[src/rtl/lock_seq_pkg.sv]
// Shared types and default constants for the CCC lock / reset sequencer.
// Imported by the sequencer top and available to other CCC glue blocks.
package lock_seq_pkg;

   typedef enum logic [1:0] {
      WAIT_LOCK = 2'd0,
      QUALIFY   = 2'd1,
      HOLD      = 2'd2,
      RUN       = 2'd3
   } state_e;

   localparam int DEF_SYNC_STAGES        = 2;
   localparam int DEF_LOCK_STABLE_CYCLES = 1024;
   localparam int DEF_RESET_HOLD_CYCLES  = 16;
   localparam int DEF_CNT_W              = 8;

   function automatic int max2(input int a, input int b);
      return (a > b) ? a : b;
   endfunction

endpackage

[src/rtl/sync_bit.sv]
// N-stage single-bit synchronizer for async flags from the CCC.
// Synchronous active-low reset clears the whole chain.
module sync_bit #(
   parameter int N = 2
) (
   input  logic clk_i,
   input  logic rst_ni,
   input  logic d_i,
   output logic q_o
);

   logic [N-1:0] sync_q;

   // Shift the async input through the flop chain
   always_ff @(posedge clk_i) begin
      if (!rst_ni) begin
         sync_q <= '0;
      end else begin
         sync_q <= {sync_q[N-2:0], d_i};
      end
   end

   assign q_o = sync_q[N-1];

endmodule

[src/rtl/lock_reset_sequencer.sv]
// Qualifies CCC LOCK, then releases a registered system reset.
// Tracks lock losses seen in RUN with a sticky flag and saturating count.
module lock_reset_sequencer
   import lock_seq_pkg::*;
#(
   parameter int SYNC_STAGES        = DEF_SYNC_STAGES,
   parameter int LOCK_STABLE_CYCLES = DEF_LOCK_STABLE_CYCLES,
   parameter int RESET_HOLD_CYCLES  = DEF_RESET_HOLD_CYCLES,
   parameter int CNT_W              = DEF_CNT_W
) (
   input  logic             CLK,
   input  logic             RESETN,
   input  logic             LOCK,
   input  logic             FORCE_RST,
   input  logic             CLR_STICKY,
   output logic             SYS_RESETN,
   output logic             READY,
   output logic             LOCK_LOST,
   output logic [CNT_W-1:0] LOCK_LOST_CNT
);

   localparam int PW =
      $clog2(max2(LOCK_STABLE_CYCLES, RESET_HOLD_CYCLES) + 1);
   localparam logic [PW-1:0] QUAL_LAST = PW'(LOCK_STABLE_CYCLES - 1);
   localparam logic [PW-1:0] HOLD_LAST = PW'(RESET_HOLD_CYCLES - 1);
   localparam logic [CNT_W-1:0] CNT_MAX = '1;

   logic             lock_s;
   state_e           state_q, state_d;
   logic [PW-1:0]    cnt_q, cnt_d;
   logic             sys_resetn_q;
   logic             ready_q;
   logic             loss;
   logic             lost_q, lost_d;
   logic [CNT_W-1:0] lost_cnt_q, lost_cnt_d;

   // Synchronizer depends only on RESETN, never on the sequenced reset
   sync_bit #(
      .N(SYNC_STAGES)
   ) u_lock_sync (
      .clk_i (CLK),
      .rst_ni(RESETN),
      .d_i   (LOCK),
      .q_o   (lock_s)
   );

   // Next-state and phase counter; lock loss outranks FORCE_RST
   always_comb begin
      state_d = state_q;
      cnt_d   = cnt_q;
      loss    = 1'b0;
      unique case (state_q)
         WAIT_LOCK: begin
            if (lock_s) begin
               state_d = QUALIFY;
               cnt_d   = '0;
            end
         end
         QUALIFY: begin
            if (!lock_s) begin
               state_d = WAIT_LOCK;
               cnt_d   = '0;
            end else if (cnt_q == QUAL_LAST) begin
               state_d = HOLD;
               cnt_d   = '0;
            end else begin
               cnt_d = cnt_q + PW'(1);
            end
         end
         HOLD: begin
            if (!lock_s) begin
               state_d = WAIT_LOCK;
               cnt_d   = '0;
            end else if (FORCE_RST) begin
               cnt_d = '0;
            end else if (cnt_q == HOLD_LAST) begin
               state_d = RUN;
               cnt_d   = '0;
            end else begin
               cnt_d = cnt_q + PW'(1);
            end
         end
         RUN: begin
            if (!lock_s) begin
               state_d = WAIT_LOCK;
               cnt_d   = '0;
               loss    = 1'b1;
            end else if (FORCE_RST) begin
               state_d = HOLD;
               cnt_d   = '0;
            end
         end
         default: begin
            state_d = WAIT_LOCK;
            cnt_d   = '0;
         end
      endcase
   end

   // FSM registers; outputs decoded from next state so they track it
   always_ff @(posedge CLK) begin
      if (!RESETN) begin
         state_q      <= WAIT_LOCK;
         cnt_q        <= '0;
         sys_resetn_q <= 1'b0;
         ready_q      <= 1'b0;
      end else begin
         state_q      <= state_d;
         cnt_q        <= cnt_d;
         sys_resetn_q <= (state_d == RUN);
         ready_q      <= (state_d == RUN);
      end
   end

   // Clear first, then a same-edge loss sets on top of it
   always_comb begin
      lost_d     = CLR_STICKY ? 1'b0 : lost_q;
      lost_cnt_d = CLR_STICKY ? '0 : lost_cnt_q;
      if (loss) begin
         lost_d = 1'b1;
         if (lost_cnt_d != CNT_MAX) begin
            lost_cnt_d = lost_cnt_d + CNT_W'(1);
         end
      end
   end

   // Sticky loss flag and saturating loss counter
   always_ff @(posedge CLK) begin
      if (!RESETN) begin
         lost_q     <= 1'b0;
         lost_cnt_q <= '0;
      end else begin
         lost_q     <= lost_d;
         lost_cnt_q <= lost_cnt_d;
      end
   end

   assign SYS_RESETN    = sys_resetn_q;
   assign READY         = ready_q;
   assign LOCK_LOST     = lost_q;
   assign LOCK_LOST_CNT = lost_cnt_q;

endmodule

[config.mk]
export PLATFORM = sky130hd
export DESIGN_NAME = lock_reset_sequencer
export DESIGN_NICKNAME = d
export VERILOG_FILES = /design/src/rtl/lock_seq_pkg.sv /design/src/rtl/sync_bit.sv /design/src/rtl/lock_reset_sequencer.sv
export SDC_FILE = /design/constraint.sdc
export NUM_CORES = 1
export LEC_CHECK = 0
export BUFFER_PORTS_ARGS = -buffer_cell sky130_fd_sc_hd__buf_4
export CORE_MARGIN = 4
export CORE_UTILIZATION = 30
export CTS_CLUSTER_SIZE = 20
export DETAILED_ROUTE_END_ITERATION = 7
export PLACE_DENSITY = 0.49
export SLEW_MARGIN = 20
export SYNTH_ARGS = -nofsm -noshare
export SYNTH_HDL_FRONTEND = slang
export SYNTH_SLANG_ARGS = --single-unit
[constraint.sdc]
create_clock -name CLK -period 3.42 [get_ports CLK]
set_input_delay 0 -clock CLK [delete_from_list [all_inputs] [get_ports CLK]]
set_output_delay 0 -clock CLK [all_outputs]
set_load 0.05 [all_outputs]
# Word-level counts from Yosys, hierarchy flattened
# Cells that the tools add are included.
dict set report classes {
  eq_ne 9
  n_mux 25
  reduce_logical 3
  add_sub_neg 2
}
# cell n
set ops {}
lappend ops {{two-way mux 11 bit} 8}
lappend ops {{case mux 11 bit (4 select lines)} 1}
lappend ops {{two-way mux 8 bit} 3}
lappend ops {{two-way mux 2 bit} 8}
lappend ops {{adder 11 x 1 -> 11 bit, second input constant} 1}
lappend ops {{equality test 11 x 10 -> 1 bit, second input constant} 1}
lappend ops {{equality test 11 x 4 -> 1 bit, second input constant} 1}
lappend ops {{adder 8 x 1 -> 8 bit, second input constant} 1}
lappend ops {{inequality test 8 bit, second input constant} 1}
lappend ops {{case mux 2 bit (4 select lines)} 1}
lappend ops {{equality test 2 bit, second input constant} 3}
lappend ops {{two-way mux 1 bit} 4}
lappend ops {{inequality test 3 bit, second input constant} 1}
lappend ops {{equality test 2 x 1 -> 1 bit, second input constant} 1}
lappend ops {{logical NOT 2 bit} 1}
lappend ops {{inequality test 2 x 1 -> 1 bit, second input constant} 1}
lappend ops {{AND reduction 2 bit} 1}
lappend ops {{nonzero test 2 bit} 1}
dict set report word_totals {
  out_inout_bits 11
  reg_bits 25
  in_bits 5
}

# Depth between registers and ports, before layout
# Gate-level depths: netlist of run 1.
dict set report logic_depth {
  ltp_word 6
  depth_mapped 9
  mapped_depth_nobuf 7
}

# By module
# A second synthesis of run 1 with hierarchy kept.
dict set report unflattened {
  hier_cells 161
  hier_area_um2 1406.3
}
# module area_per_inst_um2 cells_per_inst seq_area_each_um2 instances
set modules_own_cells {}
lappend modules_own_cells {lock_reset_sequencer 1353.8 157 460.4 1}
lappend modules_own_cells {sync_bit 52.6 4 40.0 1}

# Worst setup path after synthesis of run 1
# Ideal clock, no wire load.
dict set report synth_path {
  path_kind {flip-flop to flip-flop}
  startpoint {reg lost_cnt_q[0], in the netlist LOCK_LOST_CNT[0]}
  endpoint {reg lost_cnt_q[6], in the netlist LOCK_LOST_CNT[6]}
  arrival_ns 1.973
  stages_incl_launch_ff 8
  t_required_ns 3.295
  path_slack_ns 1.322
  synth_period_minus_slack_ns 2.098
  path_cell_list {dfxtp_1 -> nor2b_1 -> ha_1 -> nand4b_1 -> or2_2 -> clkbuf_1 -> nor4b_1 -> nor3_1}
}
dict set report synth_via {
  elab_chain_cells 4
}
# element line
set synth_lines {}
lappend synth_lines {{start: declaration} lock_reset_sequencer.sv:35} ;# logic [CNT_W-1:0] lost_cnt_q, lost_cnt_d;
lappend synth_lines {{start signal: assignment} lock_reset_sequencer.sv:134} ;# lost_cnt_q <= lost_cnt_d;
lappend synth_lines {{two-way mux 8 bit *} lock_reset_sequencer.sv:118} ;# lost_cnt_d = CLR_STICKY ? '0 : lost_cnt_q;
lappend synth_lines {{adder 8 x 1 -> 8 bit or inequality test 8 bit (tied branches)} {lock_reset_sequencer.sv:122, lock_reset_sequencer.sv:121}}
lappend synth_lines {{two-way mux 8 bit *} lock_reset_sequencer.sv:121} ;# if (lost_cnt_d != CNT_MAX) begin
lappend synth_lines {{two-way mux 8 bit *} lock_reset_sequencer.sv:119} ;# if (loss) begin
# Mark *: on every way between the ends. The rest lies on a longest branch, timed or not.
# A chain may end at the register's enable or synchronous reset.

# Worst setup path after layout of run 1
dict set report layout_path {
  startpoint {reg cnt_q[0]}
  endpoint {reg cnt_q[7]}
}
dict set report layout_via {
  elab_chain_cells 5
}
# element line
set layout_lines {}
lappend layout_lines {{start: declaration} lock_reset_sequencer.sv:30} ;# logic [PW-1:0] cnt_q, cnt_d;
lappend layout_lines {{start signal: assignment} lock_reset_sequencer.sv:109} ;# cnt_q <= cnt_d;
lappend layout_lines {{adder 11 x 1 -> 11 bit or equality test 11 x 4 -> 1 bit (tied branches)} {lock_reset_sequencer.sv:67, lock_reset_sequencer.sv:80, lock_reset_sequencer.sv:76}}
lappend layout_lines {{two-way mux 11 bit} lock_reset_sequencer.sv:76} ;# end else if (cnt_q == HOLD_LAST) begin
lappend layout_lines {{two-way mux 11 bit} lock_reset_sequencer.sv:74} ;# end else if (FORCE_RST) begin
lappend layout_lines {{two-way mux 11 bit} lock_reset_sequencer.sv:71} ;# if (!lock_s) begin
lappend layout_lines {{case mux 11 bit (4 select lines) *} lock_reset_sequencer.sv:52} ;# unique case (state_q)
# Marked as above.

==> results by group, run 1 <==
Global route
  – Tot GR Track Use: 10.7%
  – Largest net degree at the start of global routing: 15
  – First-pass GRT wire length: 5170 microns
  – Total global routing overflow: 0
  – Vias in the first global route: 1102
  – Initial antenna violation count: 0

Die
  – Die span in y: 76.3 microns
  – IO Count: 16
  – Initial Utilization: 31.5%
  – Die X-Extent: 76.3 microns
  – Core Rows: 24
  – Die area: 5820 sq um
  – Core Area: 4440 sq um

Worst setup path
  – Worst EP arrival: 2.31 ns
  – Worst setup EP type: flip-flop
  – Worst r2r src: cnt_q[0]$_SDFFE_PN0P_
  – Critical path fanouts, max: 6
  – Critical path data required time: 3.57 ns
  – R2r setup slk: 1.25 ns
  – Capturing point of the worst reg2reg path: cnt_q[7]$_SDFFE_PN0P_
  – Reg2reg path depth: 6
  – CP Launch Type: flip-flop
  – Setup Crit Path Kind: reg -> reg

Timing
  – Worst setup margin: 1.25 ns
  – Setup TNS: 0 ns
  – Clock Skew: 0.00309 ns
  – Max Slew Vio Count: 0
  – Worst Tran Pin Value: 0.640 ns
  – Final Hold Fails: 0
  – Slew HR: 56.7%
  – Fmax: 462 MHz
  – Fin crit period: 2.17 ns
  – Unrepaired setup endpoints after global routing: no
  – Final-report setup violation count: 0
  – Fin crit share: 63.4%

Final layout
  – Ant diodes: 0
  – Layout cells sized above 1: 13.4%
  – Final Non-Filler Cells: 239
  – Nets: 200
  – Fin area: 1610 sq um
  – Utilization after layout: 36.2%
  – Area Growth Syn to Fin: 15.0%

Logic synthesis
  – Post-synth top flop: dfxtp_1
  – Post-synth EDFFs: 0
  – Synth unique cells: 44
  – Syn Nets: 184
  – Synth warn: 0
  – Post-Syn Instances: 172
  – Synth Cell Area: 1400 sq um
  – Dominant cell type by area after synthesis: dfxtp_1
  – Post-synth top area share: 35.8%
  – Seq/Total Area, Yosys: 35.8%
  – Synth async-reset ratio: 0%
  – Largest cells by area after synthesis: dfxtp_1 (36%), ha_1 (6.3%), nor2_1 (5.6%)
  – Avg Inst Size Synth: 8.13 sq um
  – #FFs+latches synth: 25

Placed design
  – Routability cong.: 0.782
  – Cell Area, Placed: 1550 sq um
  – Pre-CTS setup slack: 1.30 ns
  – Cells after DPL: 234
  – Final HPWL DP: 2350 microns
  – IO buf count: 15

Routing
  – Vias: 1216
  – Pre-antenna DRT Iters: 4
  – WL per Instance: 12.8 microns
  – Vias per cell: 5.09
  – Final WL: 3060 microns
  – Final antenna-violating net count: 0
  – Starting DRT DRC Count: 50
  – DRC violations left: 0

Min path
  – Worst Hold Depth: 3
  – Worst min-delay path class: in -> reg
  – Hold EP: LOCK_LOST_CNT[4]$_SDFF_PN0_
  – Hold_sp: RESETN

Clock network
  – CTS buffer count: 3
  – Root Driver: clkbuf_8
  – Clk sinks: 25
  – Clock-pin slew on the worst setup and hold paths: 0.09 ns
  – Post-cts sizing count: 0
  – Worst-Skew Late Latency: 0.27 ns
  – H-tree levels: 1
  – Deepest clock path buffer count: 2
  – CTS tree: yes

Power and ir drop
  – Power per standard cell area: 312 nW/um^2
  – Peak VDD IR: 0.128 mV
  – Leak pwr: 0.000577 uW

Run
  – Max-cap violation count: 0

Status
  – Outcome: completed
[what timing repair did]
item                      CTS  global route
hold buffers                1             0
buffers inserted            0             0
hold endpoints to repair    1             0
[flip-flops by register name, indices dropped and copies added (netlist names)]
name and flops:
state_q 2, READY 1, LOCK_LOST 1, cnt_q 11, LOCK_LOST_CNT 8, u_lock_sync.sync_q 2
[synth_stat cells, types with 5 or more instances]
master and number:
nand3_1 6, a21oi_1 5, xnor2_1 7, nor2b_1 6
ha_1 7, nand2_1 19, nor3_1 6, o21ai_0 7
nor2_1 21, dfxtp_1 25, inv_1 5, nand2b_1 7
[worst max path at each step]
stage                                      startpoint                           to  slack [ns]  cells past startpoint
after global placement          cnt_q[0]$_SDFFE_PN0P_        cnt_q[7]$_SDFFE_PN0P_        1.41                      6
after floorplan           LOCK_LOST_CNT[0]$_SDFF_PN0_  LOCK_LOST_CNT[6]$_SDFF_PN0_        1.32                      7
final                           cnt_q[0]$_SDFFE_PN0P_        cnt_q[7]$_SDFFE_PN0P_        1.25                      6
after CTS                       cnt_q[0]$_SDFFE_PN0P_        cnt_q[7]$_SDFFE_PN0P_        1.28                      6
after global routing            cnt_q[0]$_SDFFE_PN0P_       cnt_q[10]$_SDFFE_PN0P_        1.03                      6
after detailed placement        cnt_q[0]$_SDFFE_PN0P_        cnt_q[7]$_SDFFE_PN0P_        1.30                      6
[worst max-delay path, stage by stage, from the launching register on]
cell and delay [ns]:
dfxtp_1 0.39, ha_1 0.24, nand2_1 0.11, o41ai_1 0.64
a21oi_1 0.16, o21ai_1 0.40, nor2_1 0.10
[kinds of logic after synthesis]
family	synth area share, %
and+or+nand+nor	34.3
AOI/OAI and AO/OA	11.9
DFF	35.8
buffers and inverters	3.31
xor gates and xnor gates	6.26
adders and majority gates	6.26
muxes	2.24
[power by group]
group | internal [uW] | switching [uW] | total (uW)
registers | 293 | 2.50 | 295
clock network | 81.5 | 94.0 | 175
logic | 12.5 | 19.5 | 32.0
[layer usage]
metal / up-vias / track usage, % / part of all wire (%)
li1: 626 / - / -
met1: 573 / 15.3 / 52
met2: 13 / 15.8 / 44
met3: 4 / 2.25 / 2.8
met4: 0 / 3.80 / 1.0
met5: - / 0 / 0
[cell type report]
cell class / instances / area, sq um
sequential: 25 / 500
inverter: 6 / 22.5
fill: 478 / 2840
tap: 52 / 65.1
clock buffer: 3 / 41.3
clock inverter: 1 / 5.00
timing repair buffer: 16 / 123
multi-input combinational: 136 / 852
[placed cells by master (no fill, tap or decap), types with 2 or more instances in the layout]
cell type and instances:
nand3_1 6, o21ai_0 7, inv_1 5, nand2_1 19
nand4b_1 2, nand3b_1 2, xor2_1 3, a21oi_1 5
or2_2 2, dfxtp_1 25, nor4b_1 3, clkbuf_8 3
xnor2_1 7, nand2b_1 7, buf_4 15, nor3_1 6
or3_1 4, ha_1 7, mux2i_1 2, nor2b_1 6
and2_1 4, and3_1 2, nor2_1 21, nand4_1 3
[through the flow]
step	hold WS, ns	total power [uW]
final	0.0189	503
after CTS	0.0167	511
after floorplan	0.127	323
after global placement	0.209	333
after global routing	0.0224	526
after detailed placement	0.214	333
(Power assumes the default switching activity.)
==> run 2, diff against run 1 <==
Clock period 3.42 ns to 2 ns, I/O delays scaled along.
==> results by group, run 2 (same netlist as run 1, synthesis figures left out) <==
Routing
  – Vias: 1249 (was 1216)
  – Pre-antenna DRT Iters: 4 (unchanged)
  – Final WL: 3200 microns (was 3060 microns)
  – Vias per cell: 5.10 (was 5.09)
  – WL per Instance: 13.0 microns (was 12.8 microns)
  – Starting DRT DRC Count: 64 (was 50)
  – Final antenna-violating net count: 0 (unchanged)
  – DRC violations left: 0 (unchanged)

Min path
  – Worst Hold Depth: 3 (unchanged)
  – Worst min-delay path class: in -> reg (unchanged)
  – Hold EP: LOCK_LOST_CNT[4]$_SDFF_PN0_ (unchanged)
  – Hold_sp: RESETN (unchanged)

Timing
  – Fmax: 542 MHz (was 462 MHz)
  – Unrepaired setup endpoints after global routing: no (unchanged)
  – Final-report setup violation count: 0 (unchanged)
  – Fin crit share: 92.3% (was 63.4%)
  – Fin crit period: 1.85 ns (was 2.17 ns)
  – Worst setup margin: 0.154 ns (was 1.25 ns)
  – Clock Skew: 0.00700 ns (was 0.00309 ns)
  – Max Slew Vio Count: 0 (unchanged)
  – Final Hold Fails: 0 (unchanged)
  – Worst Tran Pin Value: 0.431 ns (was 0.640 ns)
  – Setup TNS: 0 ns (unchanged)
  – Slew HR: 71.0% (was 56.7%)

Worst setup path
  – Worst path buffer plus inverter count: 1 (was 0)
  – Reg2reg path depth: 6 (unchanged)
  – Capturing point of the worst reg2reg path: cnt_q[7]$_SDFFE_PN0P_ (unchanged)
  – R2r setup slk: 0.15 ns (was 1.25 ns)
  – Crit-path cells: or4_4 > o31ai_1 > a21oi_1 > o21ai_1 > buf_4 > nor2_1 (was ha_1 > nand2_1 > o41ai_1 > a21oi_1 > o21ai_1 > nor2_1)
  – Max stage delay on crit path: 0.53 ns (was 0.64 ns)
  – Critical-path top delay cell: or4_4 (was o41ai_1)
  – Critical path data required time: 2.17 ns (was 3.57 ns)
  – Top Family by Delay on Critical Path: compound AO/OA/AOI/OAI gates (unchanged)
  – Worst EP arrival: 2.02 ns (was 2.31 ns)
  – Critical path fanouts, max: 6 (unchanged)
  – Setup Crit Path Kind: reg -> reg (unchanged)
  – Worst r2r src: cnt_q[7]$_SDFFE_PN0P_ (was cnt_q[0]$_SDFFE_PN0P_)
  – CP Launch Type: flip-flop (unchanged)
  – Worst setup EP type: flip-flop (unchanged)

Global route
  – Grt met3 use: 2.60% (was 2.25%)
  – Met2 Usage GRT: 17.8% (was 15.8%)
  – GR Util met1: 15.3% (about the same)
  – Vias in the first global route: 1164 (was 1102)
  – GRT busiest layer: met2 (unchanged)
  – Initial antenna violation count: 0 (unchanged)
  – Largest net degree at the start of global routing: 16 (was 15)
  – First-pass GRT wire length: 5520 microns (was 5170 microns)
  – Total global routing overflow: 0 (unchanged)
  – Tot GR Track Use: 11.3% (was 10.7%)

Power and ir drop
  – Clk pwr share: 35.7% (was 34.9%)
  – Sequential power share: 57.1% (was 58.7%)
  – Power per standard cell area: 531 nW/um^2 (was 312 nW/um^2)
  – Peak VDD IR: 0.248 mV (was 0.128 mV)
  – Sw Ratio: 24.3% (was 23.1%)
  – Leak pwr: 0.000605 uW (was 0.000577 uW)
  – Combinational fraction of design power: 7.3% (was 6.4%)
  – Int Pwr: 670 uW (was 387 uW)
  – P_sw: 215 uW (was 116 uW)

Die
  – Die span in y: 76.3 microns (unchanged)
  – Die X-Extent: 76.3 microns (unchanged)
  – Core Area: 4440 sq um (unchanged)
  – Die area: 5820 sq um (unchanged)
  – Core Rows: 24 (unchanged)
  – IO Count: 16 (unchanged)
  – Initial Utilization: 31.5% (unchanged)

Final layout
  – Area Growth Syn to Fin: 19.1% (was 15.0%)
  – Max reg flops: 11 (unchanged)
  – Nets: 206 (was 200)
  – Most common cell after layout, fill and taps aside: dfxtp_1 (unchanged)
  – Filler instances: 476 (was 478)
  – Layout cells sized above 1: 17.6% (was 13.4%)
  – Commonest cells after routing, fill and taps aside: dfxtp_1 (23), nor2_1 (21), buf_4 (21), nand2_1 (19) (was dfxtp_1 (25), nor2_1 (21), nand2_1 (19), buf_4 (15))
  – Reg with most FFs: cnt_q (unchanged)
  – Ant diodes: 0 (unchanged)
  – Utilization after layout: 37.5% (was 36.2%)

Clock network
  – Setup bufs post-CTS: 0 (unchanged)
  – Clock-pin slew on the worst setup and hold paths: 0.10 ns (was 0.09 ns)
  – Root Driver: clkbuf_8 (unchanged)
  – Clk sinks: 25 (unchanged)
  – H-tree levels: 1 (unchanged)
  – Worst-Skew Late Latency: 0.27 ns (about the same)
  – Deepest clock path buffer count: 2 (unchanged)
  – CTS tree: yes (unchanged)
  – CTS buffer count: 3 (unchanged)

Status
  – Outcome: completed (unchanged)

Placed design
  – Final HPWL DP: 2410 microns (was 2350 microns)
  – Pre-CTS setup slack: 0.167 ns (was 1.30 ns)
  – IO buf count: 15 (unchanged)
  – Routability cong.: 0.824 (was 0.782)

Run
  – Max-cap violation count: 0 (unchanged)
==> run 2: cell count changes in the layout (fill, tap and decap cells not counted) <==
cell        change
clkinv_2        -1
nor4b_2         +1
nor4b_1         -1
dfxtp_1         -2
buf_4           +6
clkinvlp_4      +1
dfxtp_2         +2
==> run 2: tightest hold or removal path, delay by kind of cell <==
kind	cells	cell delay, ns
AND/OR/NAND/NOR	2	0.10
buffers and inverters	1	0.15
==> run 2: cell type report <==
type	count	area, sq um	area share (%)
inverter	6	22.5	1.35
multi-input combinational	136	858	51.5
tap	52	65.1	3.91
clock inverter	1	7.51	0.451
timing repair buffer	22	168	10.1
clock buffer	3	41.3	2.48
sequential	25	503	30.2
==> run 2: how the worst max path moves through the flow <==
stage | start | endpoint | slack, ns | depth (start not counted)
after floorplan | LOCK_LOST_CNT[0]$_SDFF_PN0_ | LOCK_LOST_CNT[6]$_SDFF_PN0_ | 0.07 | 7
after global placement | cnt_q[4]$_SDFFE_PN0P_ | READY$_SDFF_PN0_ | 0.18 | 5
after detailed placement | cnt_q[7]$_SDFFE_PN0P_ | READY$_SDFF_PN0_ | 0.17 | 5
after CTS | cnt_q[0]$_SDFFE_PN0P_ | READY$_SDFF_PN0_ | 0.13 | 7
after global routing | cnt_q[4]$_SDFFE_PN0P_ | READY$_SDFF_PN0_ | 0.02 | 5
final | cnt_q[7]$_SDFFE_PN0P_ | cnt_q[7]$_SDFFE_PN0P_ | 0.15 | 6
==> run 2: repair_timing <==
item                                    4_1_cts  5_1_grt
gates resized for setup                       0        1
hold endpoints to repair                      1        0
hold buffers                                  1        0
endpoints found under the setup margin        0        1
==> run 2: layer usage <==
layer | up-vias | share of wire, %
met3 | 4 | 4.7
met2 | 25 | 45
met1 | 584 | 50
met5 | - | 0
met4 | 0 | 1.0
li1 | 636 | -
==> run 2: power groups by stage <==
stage,logic (uW),clock network [uW],registers [uW]
finish,64.2,316,505
global route,72.3,346,506
CTS,63.7,326,505
detailed placement,61.7,0,517
global placement,61.9,0,516
floorplan,38.2,0,514
==> run 2: stage by stage <==
stage	instance area [sq um]	total power, uW	hold slack, ns	std cells
2_1_floorplan	1400	552	0.127	172
5_1_grt	1670	924	0.0189	245
3_3_place_gp	1600	578	0.214	240
6_report	1670	885	0.0152	245
4_1_cts	1660	894	0.0131	245
3_5_place_dp	1600	578	0.213	240
